File: src/rtl/udma_qspi_target.sv
// rtl/udma_qspi_target.sv - mode-0 single-lane SPI target, oversampled in clk_i, with rx/tx byte streams.
package udma_qspi_pkg;
    typedef struct packed {
        logic clk_o;
        logic csn0_o;
        logic csn1_o;
        logic csn2_o;
        logic csn3_o;
        logic oen0_o;
        logic oen1_o;
        logic oen2_o;
        logic oen3_o;
        logic sd0_o;
        logic sd1_o;
        logic sd2_o;
        logic sd3_o;
    } qspi_to_pad_t;

    typedef struct packed {
        logic sd0_i;
        logic sd1_i;
        logic sd2_i;
        logic sd3_i;
    } pad_to_qspi_t;
endpackage

module udma_qspi_target
    import udma_qspi_pkg::*;
#(
    parameter int SYNC_STAGES = 2
) (
    input  logic         clk_i,
    input  logic         rst_i,
    input  qspi_to_pad_t qspi_i,
    output pad_to_qspi_t qspi_o,
    output logic [7:0]   rx_data_o,
    output logic         rx_valid_o,
    input  logic         rx_ready_i,
    input  logic [7:0]   tx_data_i,
    input  logic         tx_valid_i,
    output logic         tx_ready_o,
    output logic         cs_active_o,
    output logic         rx_overrun_o,
    output logic         tx_underrun_o
);

    typedef enum logic {IDLE, ACTIVE} state_e;

    state_e                 state_q, state_d;
    logic [SYNC_STAGES-1:0] sclk_sync_q, sclk_sync_d;
    logic [SYNC_STAGES-1:0] csn_sync_q, csn_sync_d;
    logic [SYNC_STAGES-1:0] mosi_sync_q, mosi_sync_d;
    logic                   sclk_hist_q, csn_hist_q, mosi_hist_q;
    logic [SYNC_STAGES:0]   flush_q, flush_d;
    logic                   armed_q, armed_d;
    logic [2:0]             bit_cnt_q, bit_cnt_d;
    logic                   load_pending_q, load_pending_d;
    logic [6:0]             rx_shift_q, rx_shift_d;
    logic [7:0]             tx_shift_q, tx_shift_d;
    logic [7:0]             rx_data_q, rx_data_d;
    logic                   rx_valid_q, rx_valid_d;
    logic                   rx_overrun_q, rx_overrun_d;

    logic       sclk_s, csn_s;
    logic       sclk_rise, sclk_fall, csn_rise, csn_fall;
    logic       tx_load, byte_done;
    logic [7:0] new_byte;
    logic       unused_pins;

    assign unused_pins = ^{qspi_i.csn1_o, qspi_i.csn2_o, qspi_i.csn3_o,
                           qspi_i.oen0_o, qspi_i.oen1_o, qspi_i.oen2_o, qspi_i.oen3_o,
                           qspi_i.sd1_o, qspi_i.sd2_o, qspi_i.sd3_o};

    assign sclk_s    = sclk_sync_q[SYNC_STAGES-1];
    assign csn_s     = csn_sync_q[SYNC_STAGES-1];
    assign sclk_rise = sclk_s & ~sclk_hist_q;
    assign sclk_fall = ~sclk_s & sclk_hist_q;
    assign csn_rise  = csn_s & ~csn_hist_q;
    // A CS already low when reset releases must rise before a fall counts.
    assign csn_fall  = armed_q & ~csn_s & csn_hist_q;
    assign new_byte  = {rx_shift_q, mosi_hist_q};

    always_comb begin
        sclk_sync_d    = {sclk_sync_q[SYNC_STAGES-2:0], qspi_i.clk_o};
        csn_sync_d     = {csn_sync_q[SYNC_STAGES-2:0], qspi_i.csn0_o};
        mosi_sync_d    = {mosi_sync_q[SYNC_STAGES-2:0], qspi_i.sd0_o};
        flush_d        = {flush_q[SYNC_STAGES-1:0], 1'b1};
        armed_d        = armed_q | (flush_q[SYNC_STAGES] & csn_s & csn_hist_q);
        state_d        = state_q;
        bit_cnt_d      = bit_cnt_q;
        load_pending_d = load_pending_q;
        rx_shift_d     = rx_shift_q;
        tx_shift_d     = tx_shift_q;
        rx_data_d      = rx_data_q;
        rx_valid_d     = rx_valid_q;
        rx_overrun_d   = 1'b0;
        tx_load        = 1'b0;
        byte_done      = 1'b0;

        case (state_q)
            IDLE: begin
                if (csn_fall) begin
                    state_d        = ACTIVE;
                    bit_cnt_d      = 3'd0;
                    load_pending_d = 1'b0;
                    tx_load        = 1'b1;
                end
            end
            ACTIVE: begin
                if (csn_rise) begin
                    state_d        = IDLE;
                    bit_cnt_d      = 3'd0;
                    load_pending_d = 1'b0;
                end else if (sclk_rise) begin
                    rx_shift_d = new_byte[6:0];
                    bit_cnt_d  = bit_cnt_q + 3'd1;
                    if (bit_cnt_q == 3'd7) begin
                        byte_done      = 1'b1;
                        load_pending_d = 1'b1;
                    end
                end else if (sclk_fall) begin
                    if (load_pending_q) begin
                        tx_load        = 1'b1;
                        load_pending_d = 1'b0;
                    end else begin
                        tx_shift_d = {tx_shift_q[6:0], 1'b1};
                    end
                end
            end
            default: state_d = IDLE;
        endcase

        if (tx_load) begin
            tx_shift_d = tx_valid_i ? tx_data_i : 8'hFF;
        end

        // A byte landing in the same cycle as a consume wins and keeps valid high.
        if (byte_done) begin
            if (!rx_valid_q || rx_ready_i) begin
                rx_data_d  = new_byte;
                rx_valid_d = 1'b1;
            end else begin
                rx_overrun_d = 1'b1;
            end
        end else if (rx_valid_q && rx_ready_i) begin
            rx_valid_d = 1'b0;
        end
    end

    always_ff @(posedge clk_i) begin
        if (rst_i) begin
            state_q        <= IDLE;
            sclk_sync_q    <= '0;
            csn_sync_q     <= '1;
            mosi_sync_q    <= '0;
            sclk_hist_q    <= 1'b0;
            csn_hist_q     <= 1'b1;
            mosi_hist_q    <= 1'b0;
            flush_q        <= '0;
            armed_q        <= 1'b0;
            bit_cnt_q      <= 3'd0;
            load_pending_q <= 1'b0;
            rx_shift_q     <= 7'd0;
            tx_shift_q     <= 8'hFF;
            rx_data_q      <= 8'd0;
            rx_valid_q     <= 1'b0;
            rx_overrun_q   <= 1'b0;
        end else begin
            state_q        <= state_d;
            sclk_sync_q    <= sclk_sync_d;
            csn_sync_q     <= csn_sync_d;
            mosi_sync_q    <= mosi_sync_d;
            sclk_hist_q    <= sclk_s;
            csn_hist_q     <= csn_s;
            mosi_hist_q    <= mosi_sync_q[SYNC_STAGES-1];
            flush_q        <= flush_d;
            armed_q        <= armed_d;
            bit_cnt_q      <= bit_cnt_d;
            load_pending_q <= load_pending_d;
            rx_shift_q     <= rx_shift_d;
            tx_shift_q     <= tx_shift_d;
            rx_data_q      <= rx_data_d;
            rx_valid_q     <= rx_valid_d;
            rx_overrun_q   <= rx_overrun_d;
        end
    end

    assign tx_ready_o    = tx_load & tx_valid_i & ~rst_i;
    assign tx_underrun_o = tx_load & ~tx_valid_i & ~rst_i;
    assign rx_data_o     = rx_data_q;
    assign rx_valid_o    = rx_valid_q;
    assign rx_overrun_o  = rx_overrun_q;
    assign cs_active_o   = (state_q == ACTIVE);
    assign qspi_o.sd0_i  = 1'b0;
    assign qspi_o.sd1_i  = (state_q == ACTIVE) ? tx_shift_q[7] : 1'b1;
    assign qspi_o.sd2_i  = 1'b0;
    assign qspi_o.sd3_i  = 1'b0;

endmodule

File: config.mk
export PLATFORM = sky130hd
export DESIGN_NAME = udma_qspi_target
export DESIGN_NICKNAME = d
export VERILOG_FILES = /design/src/rtl/udma_qspi_target.sv
export SDC_FILE = /design/constraint.sdc
export NUM_CORES = 1
export LEC_CHECK = 0
export BUFFER_PORTS_ARGS = -buffer_cell sky130_fd_sc_hd__buf_2
export CAP_MARGIN = 40
export CORE_MARGIN = 5
export CORE_UTILIZATION = 35
export DETAILED_ROUTE_END_ITERATION = 8
export SLEW_MARGIN = 20
export SYNTH_ARGS = -nofsm -noshare
export SYNTH_HDL_FRONTEND = slang
export SYNTH_SLANG_ARGS = --single-unit
File: constraint.sdc
create_clock -name clk_i -period 3.1 [get_ports clk_i]
set_input_delay 0.465 -clock clk_i [delete_from_list [all_inputs] [get_ports clk_i]]
set_output_delay 0.465 -clock clk_i [all_outputs]
set_load 0.05 [all_outputs]
== Word level (Yosys, flattened, before mapping) ==
Cells that the tools add are included.
Word-level totals
  flip-flop bits (word level): 43
  input port bits: 25
  output and inout bits: 17
Operators by class
  $add $sub $neg: 1
  equal/unequal tests: 9
  muxes and demuxes: 35
  bitwise operators: 21
  reductions and logical operators: 13
Operator list (count)
  $mux 8: 7
  $mux 1: 21
  $and 1x1->1: 11
  $mux 3: 3
  $not 1->1: 9
  $ne 2x1->1 const B: 4
  $pmux 1 s2: 3
  $pmux 3 s2: 1
  $reduce_and 2->1: 3
  $reduce_and 3->1: 2
  $reduce_bool 2->1: 3
  $reduce_and 5->1: 1
  $ne 4x1->1 const B: 1
  $ne 4x2->1 const B: 1
  $add 3x1->3 const B: 1
  $eq 3x3->1 const B: 1
  $ne 3x1->1 const B: 1
  $ne 2x2->1 const B: 1
  $reduce_or 2->1: 1
  $logic_and 1x1->1: 1
  $logic_not 1->1: 1
  $logic_or 1x1->1: 1
  $or 1x1->1: 1

== Depth between registers and ports, before layout ==
Gate-level depths: netlist (run 1).
  depth after elaboration: 8
  depth in mapped cells: 7
  depth with buffers taken out: 6

== Worst setup path after synthesis (run 1) ==
Ideal clock, no wire load.
  kind: reg-to-output
  start point: reg state_q (netlist: cs_active_o)
  end point: out tx_underrun_o
  arrival: 2.131 ns
  required time: 2.635 ns
  slack: 0.504 ns
  cell stages (with the launch flop): 4
  buffers on the path: 1
  cell sequence: dfxtp_1 buf_2 a41oi_2 nor3_1
On the way
  cells in the longest elaborated chain, start to end: 4
Ends and longest elaborated chain
  start: declaration: line 49  | state_e state_q, state_d;
  start signal: assignment: line 169  | state_q <= state_d;
  $not 1->1
  $pmux 1 s2 *: line 100  | case (state_q)
  $and 1x1->1 * (2 in series): line 189  | assign tx_underrun_o = tx_load & ~tx_valid_i & ~rst_i;
  end: declaration: line 44  | output logic tx_underrun_o
Mark *: on every way between the ends. The rest lies on a longest branch, timed or not.

== Final worst setup path (run 1) ==
Same ends and word-level chain as after synthesis.

==> flow_metrics.tcl, run 1 <==
set metrics [dict create \
    avgSynthCellArea_um2 9.45 \
    synth_cell_types 33 \
    holdCritStartpoint "qspi_i[11]" \
    cp.arrival_ps 1690 \
    syn_area_um2 1610 \
    antenna_found_initial 0 \
    hold-path-cell-count 2 \
    hold_path.class "primary input to register" \
    ys_seq_area_share_pct 53.6 \
    die_width_um 77.8 \
    worst_slew_pin_slew_ps 514 \
    htreeDepth 2 \
    setup_viol_count_final 0 \
    dp_hpwl_um 1880 \
    clockBufferDepth 2 \
    ys_top_cells_by_count "dfxtp_1 (43), nor2_1 (22), nand2_1 (17), a21oi_1 (11), nor2b_1 (10)" \
    setup_slack_ps 940 \
    gp_congestion 0.714 \
    post_cts_buffers 0 \
    grt_max_degree 37 \
    dpl-instance-area_um2 1770 \
    end_kind "output port" \
    die_area_um2 6050 \
    synth_edf_count 0 \
    wl_per_cell_um 11.2 \
    hold_end "csn_sync_q[0]$_SDFF_PP1_" \
    row_count 24 \
    die_y_um 77.8 \
    clock_skew_ps 7.07 \
    cts.repair.resized 0 \
    cts_sinks 43 \
    via_per_inst 4.74 \
    grt_pass1_vias 1125 \
    ir_worst_vdd_v 0.000275 \
    fin_area_um2 1870 \
    port-buffer-count 28 \
    synth_top_cell_by_area "dfxtp_1" \
    max_freq_mhz 463 \
    tritoncts "built" \
    critPathLaunchType "register" \
    hold_ws_ps 357 \
    min_period_ps 2160 \
    power_density_nw_per_um2 530 \
    rr_worst_depth 6 \
    critical_path.max_fanout 13 \
    drive_gt1_share_pct 22.2 \
    cts_hold_buffers 0 \
    ys_ff_latch 43 \
    ios 42 \
    status "finished clean" \
    yosys_warnings 0 \
    synthTopCellsByArea "dfxtp_1 (54%), nor2_1 (5.1%), mux2i_1 (5.0%)" \
    period_share_pct 69.7 \
    start_util_pct 36.4 \
    worstSetupPathType "register to output port" \
    async_reset_ff_share_pct 0 \
    clockRootBuffer "clkbuf_8" \
    worstPathRequired_ps 2630 \
    clkTransAtPathRegs_ps 80 \
    route.detailed.drc 0 \
    drv_cap 0 \
    drt_iter0_drc 40 \
    hold_viol 0 \
    synthFlopType "dfxtp_1" \
    synth_top_area_share_pct 53.6 \
    grt_first_pass_wirelength_um 4960 \
    yosysMostFrequentCell "dfxtp_1" \
    slew_viol_final 0 \
    leakagePower_nw 0.781 \
    antenna_left 0 \
    num_vias 1185 \
    rsz0062_at_grt "no" \
    reg2reg_to "rx_data_o[3]$_SDFFE_PP0P_" \
    synth_cells 170 \
    tns_ps 0 \
    worst_skew_pair.late_latency_ps 290 \
    finalWirelength_um 2810 \
    nets 224 \
    n_antenna_cell 0 \
    syn2layout_area_growth_pct 16.2 \
    dpl_worst_slack_ps 1260 \
    core_um2 4410 \
    max-slew-margin-rel_pct 65.7 \
    cts_made_buffers 5 \
    grt.total_usage_pct 10.3 \
    firstDrtPassIters 2 \
    r2r-start "bit_cnt_q[0]$_SDFFE_PP0P_" \
    gr-total-overflow 0 \
    reg2reg_slack_ps 1320 \
]
[cell families after synthesis]
kind of cell | Yosys count | synth area share [%]
AO/OA/AOI/OAI | 33 | 13.4
adder cells (fa/ha/maj) | 2 | 1.56
buffers and inverters | 12 | 3.97
flip-flops | 43 | 53.6
multiplexers | 8 | 4.98
other | 1 | 0.233
AND/OR/NAND/NOR | 71 | 22.3
[report_power, final]
part           internal, mW  switching (mW)  total [mW]
registers             0.561         0.00419       0.565
clock network         0.203           0.177       0.380
logic                0.0166          0.0272      0.0438
total                 0.781           0.209       0.989
[worst max-delay path, cell delays in order (launching register included)]
cell and delay, ps:
dfxtp_1 580, and4bb_2 300, a41oi_2 230, nor3_1 70
buf_2 220
[layout make-up]
type	instances	area, um^2
Fill cell	460	2550
Clock buffer	8	100
Timing Repair Buffer	29	148
Sequential cell	43	861
Tap cell	52	65.1
Multi-Input combinational cell	117	689
Inverter	1	3.75
[flip-flops by register name, indices dropped and copies added, names as in the netlist]
signal,flops
armed_q,1
bit_cnt_q,3
cs_active_o,1
csn_hist_q,1
csn_sync_q,2
flush_q,3
load_pending_q,1
mosi_hist_q,1
mosi_sync_q,2
rx_data_o,8
rx_overrun_o,1
rx_shift_q,7
rx_valid_o,1
sclk_hist_q,1
sclk_sync_q,2
tx_shift_q,8
[stage by stage]
| step | cells | power (mW) | util, % |
|---|---|---|---|
| 6_report | 250 | 0.989 | 42.3 |
| 5_1_grt | 250 | 1.04 | 42.3 |
| 4_1_cts | 250 | 1.01 | 42.3 |
| 3_5_place_dp | 242 | 0.623 | 40.0 |
| 3_3_place_gp | 242 | 0.622 | 40.0 |
| 2_1_floorplan | 172 | 0.611 | - |
[placed cells by master (no fill, tap or decap), types with 2 or more instances in the layout]
cell,Yosys,final
nor2_1,22,22
conb_1,1,3
buf_2,3,28
or3_1,2,2
a32oi_1,2,2
clkbuf_8,0,7
a21oi_1,11,11
mux2i_1,8,8
nor3_1,4,4
nand2_1,17,17
a22oi_1,8,8
or2_2,3,3
nand3_1,2,2
dfxtp_1,43,43
nor2b_1,10,10
nand2b_1,3,3
ha_1,2,2
o21ai_0,8,8
[worst max path at each step]
stage	from	end	slack (ps)	depth (start not counted)
floorplan	cs_active_o$_SDFF_PP0_	tx_underrun_o	500	3
detailed placement	cs_active_o$_SDFF_PP0_	tx_underrun_o	1260	4
global placement	cs_active_o$_SDFF_PP0_	tx_underrun_o	1270	4
finish	cs_active_o$_SDFF_PP0_	tx_underrun_o	940	4
global route	cs_active_o$_SDFF_PP0_	tx_underrun_o	800	4
CTS	cs_active_o$_SDFF_PP0_	tx_underrun_o	920	4
[metal layers]
| layer | wire (um) | track usage (%) | part of all wire (%) |
|---|---|---|---|
| met1 | 1340 | 12.6 | 48 |
| met2 | 1220 | 15.0 | 43 |
| met3 | 168 | 3.70 | 6.0 |
| met4 | 80 | 6.70 | 2.8 |
| met5 | 0 | 0 | 0 |
No activity file was read; power rests on OpenSTA's default activity.
==> inputs of run 2 (changes only) <==
==> constraint.sdc (replaced) <==
create_clock -name clk_i -period 1.8 [get_ports clk_i]
set_input_delay 0.27 -clock clk_i [delete_from_list [all_inputs] [get_ports clk_i]]
set_output_delay 0.27 -clock clk_i [all_outputs]
set_load 0.05 [all_outputs]
==> run 2 against run 1 <==
Count of clock-buffer cells in the layout decreased by 1. Global-route usage decreased by 0.29 points. Die area unchanged. Critical path depth unchanged. Via count increased by 1.2%. Final area increased by 2.4%. Register-to-register slack got worse by 1200 ps. Cell count increased by 0.80%. Critical endpoint unchanged.
==> flow_metrics.tcl, run 2 (synthesized netlist as in run 1, its figures left out) <==
set metrics [dict create \
    status "finished clean" \
    die_width_um 77.8 \
    port-buffer-count 28 \
    worstPathRequired_ps 1530 \
    power_density_nw_per_um2 845 \
    finalWirelength_um 2830 \
    drt_iter0_drc 63 \
    n_fill_cell 451 \
    critPathLaunchType "register" \
    wl_met2_um 1280 \
    grt_max_degree 33 \
    slew_viol_final 0 \
    met1_length_um 1300 \
    route.detailed.drc 0 \
    hold_viol 0 \
    tns_ps 0 \
    gp_congestion 0.713 \
    setup_viol_count_final 0 \
    clkTransAtPathRegs_ps 70 \
    multi_input_area_um2 722 \
    cts_made_buffers 5 \
    tritoncts "built" \
    rsz0062_at_grt "no" \
    worst_skew_pair.late_latency_ps 280 \
    syn2layout_area_growth_pct 19.0 \
    clock_skew_ps 4.09 \
    gr-total-overflow 0 \
    num_vias 1199 \
    start_util_pct 36.4 \
    via_per_inst 4.76 \
    antenna_left 0 \
    final_common_cell "dfxtp_1" \
    cts_hold_buffers 0 \
    clockRootBuffer "clkbuf_8" \
    drive_gt1_share_pct 25.5 \
    ios 42 \
    top_layer "met4" \
    row_count 24 \
    final_core_util_pct 43.3 \
    n_antenna_cell 0 \
    stdcell_count 252 \
    post_cts_buffers 0 \
    worstSetupPathType "register to output port" \
    dp_hpwl_um 1960 \
    critical_path.max_fanout 7 \
    ir_worst_vdd_v 0.000459 \
    antenna_found_initial 0 \
    nets 226 \
    hold_path.class "primary input to register" \
    clockBufferDepth 2 \
    route.met3.wl_um 191 \
    grt_pass1_vias 1110 \
    grt_first_pass_wirelength_um 4800 \
    die_area_um2 6050 \
    max_freq_mhz 576 \
    cts_sinks 43 \
    wl_per_cell_um 11.2 \
    drv_cap 0 \
    reg2reg_slack_ps 170 \
    die_y_um 77.8 \
    power_mw 1.62 \
    period_share_pct 96.4 \
    hold_ws_ps 163 \
    final_cell_mix "dfxtp_1 (41), buf_2 (26), nor2_1 (21)" \
    grt.total_usage_pct 9.96 \
    core_um2 4410 \
    cp.arrival_ps 1470 \
    htreeDepth 2 \
    firstDrtPassIters 4 \
    min_period_ps 1740 \
    regArea_um2 868 \
    end_kind "output port" \
    leakagePower_nw 0.798 \
    place_inst 244 \
]
==> run 2: metrics by stage <==
step / instance area (um^2) / worst slack, ps
6_report: 1910 / 64.5
3_5_place_dp: 1800 / 31.5
3_3_place_gp: 1800 / 63.1
5_1_grt: 1910 / 10.6
2_1_floorplan: 1630 / -52.9
4_1_cts: 1900 / 15.1
==> run 2: metal layers <==
| layer | global-route usage, % | up-vias |
|---|---|---|
| li1 | - | 635 |
| met1 | 11.6 | 528 |
| met2 | 15.6 | 31 |
| met3 | 3.47 | 5 |
| met4 | 6.01 | 0 |
| met5 | 0 | - |
==> run 2: timing repair <==
action | CTS | global route
endpoints found under the setup margin | 2 | 10
hold endpoints to repair | 0 | 0
gates resized for setup | 5 | 6
pin swaps | 0 | 2
==> run 2: worst paths after layout <==
check / from / end / cells after the start
max: csn_sync_q[1]$_SDFF_PP1_ / tx_underrun_o / 4
min: qspi_i[11] / csn_sync_q[0]$_SDFF_PP1_ / 2
max reg2reg: bit_cnt_q[0]$_SDFFE_PP0P_ / rx_data_o[1]$_SDFFE_PP0P_ / 6
min reg2reg: csn_sync_q[0]$_SDFF_PP1_ / csn_sync_q[1]$_SDFF_PP1_ / 1
==> run 2: report_power, final <==
part	switching, mW	internal [mW]	leakage, nW
clock	0.293	0.272	0.0422
sequential	0.00716	0.964	0.350
combinational	0.0498	0.0302	0.406
==> run 2: worst max-delay path, cell delays in order, from the launching register on <==
cell and delay, ps:
dfxtp_4 390, and4bb_2 270, a41oi_4 290, nor3_4 50, buf_4 190
==> run 2: cell type report <==
type	instances	share of cell area, %
well taps	52	3.40
repair buffers	31	8.97
clock inverters	1	0.262
inverters	1	0.196
multi-input cells	117	37.8
flip-flops and latches	43	45.4
clock buffers	7	3.99
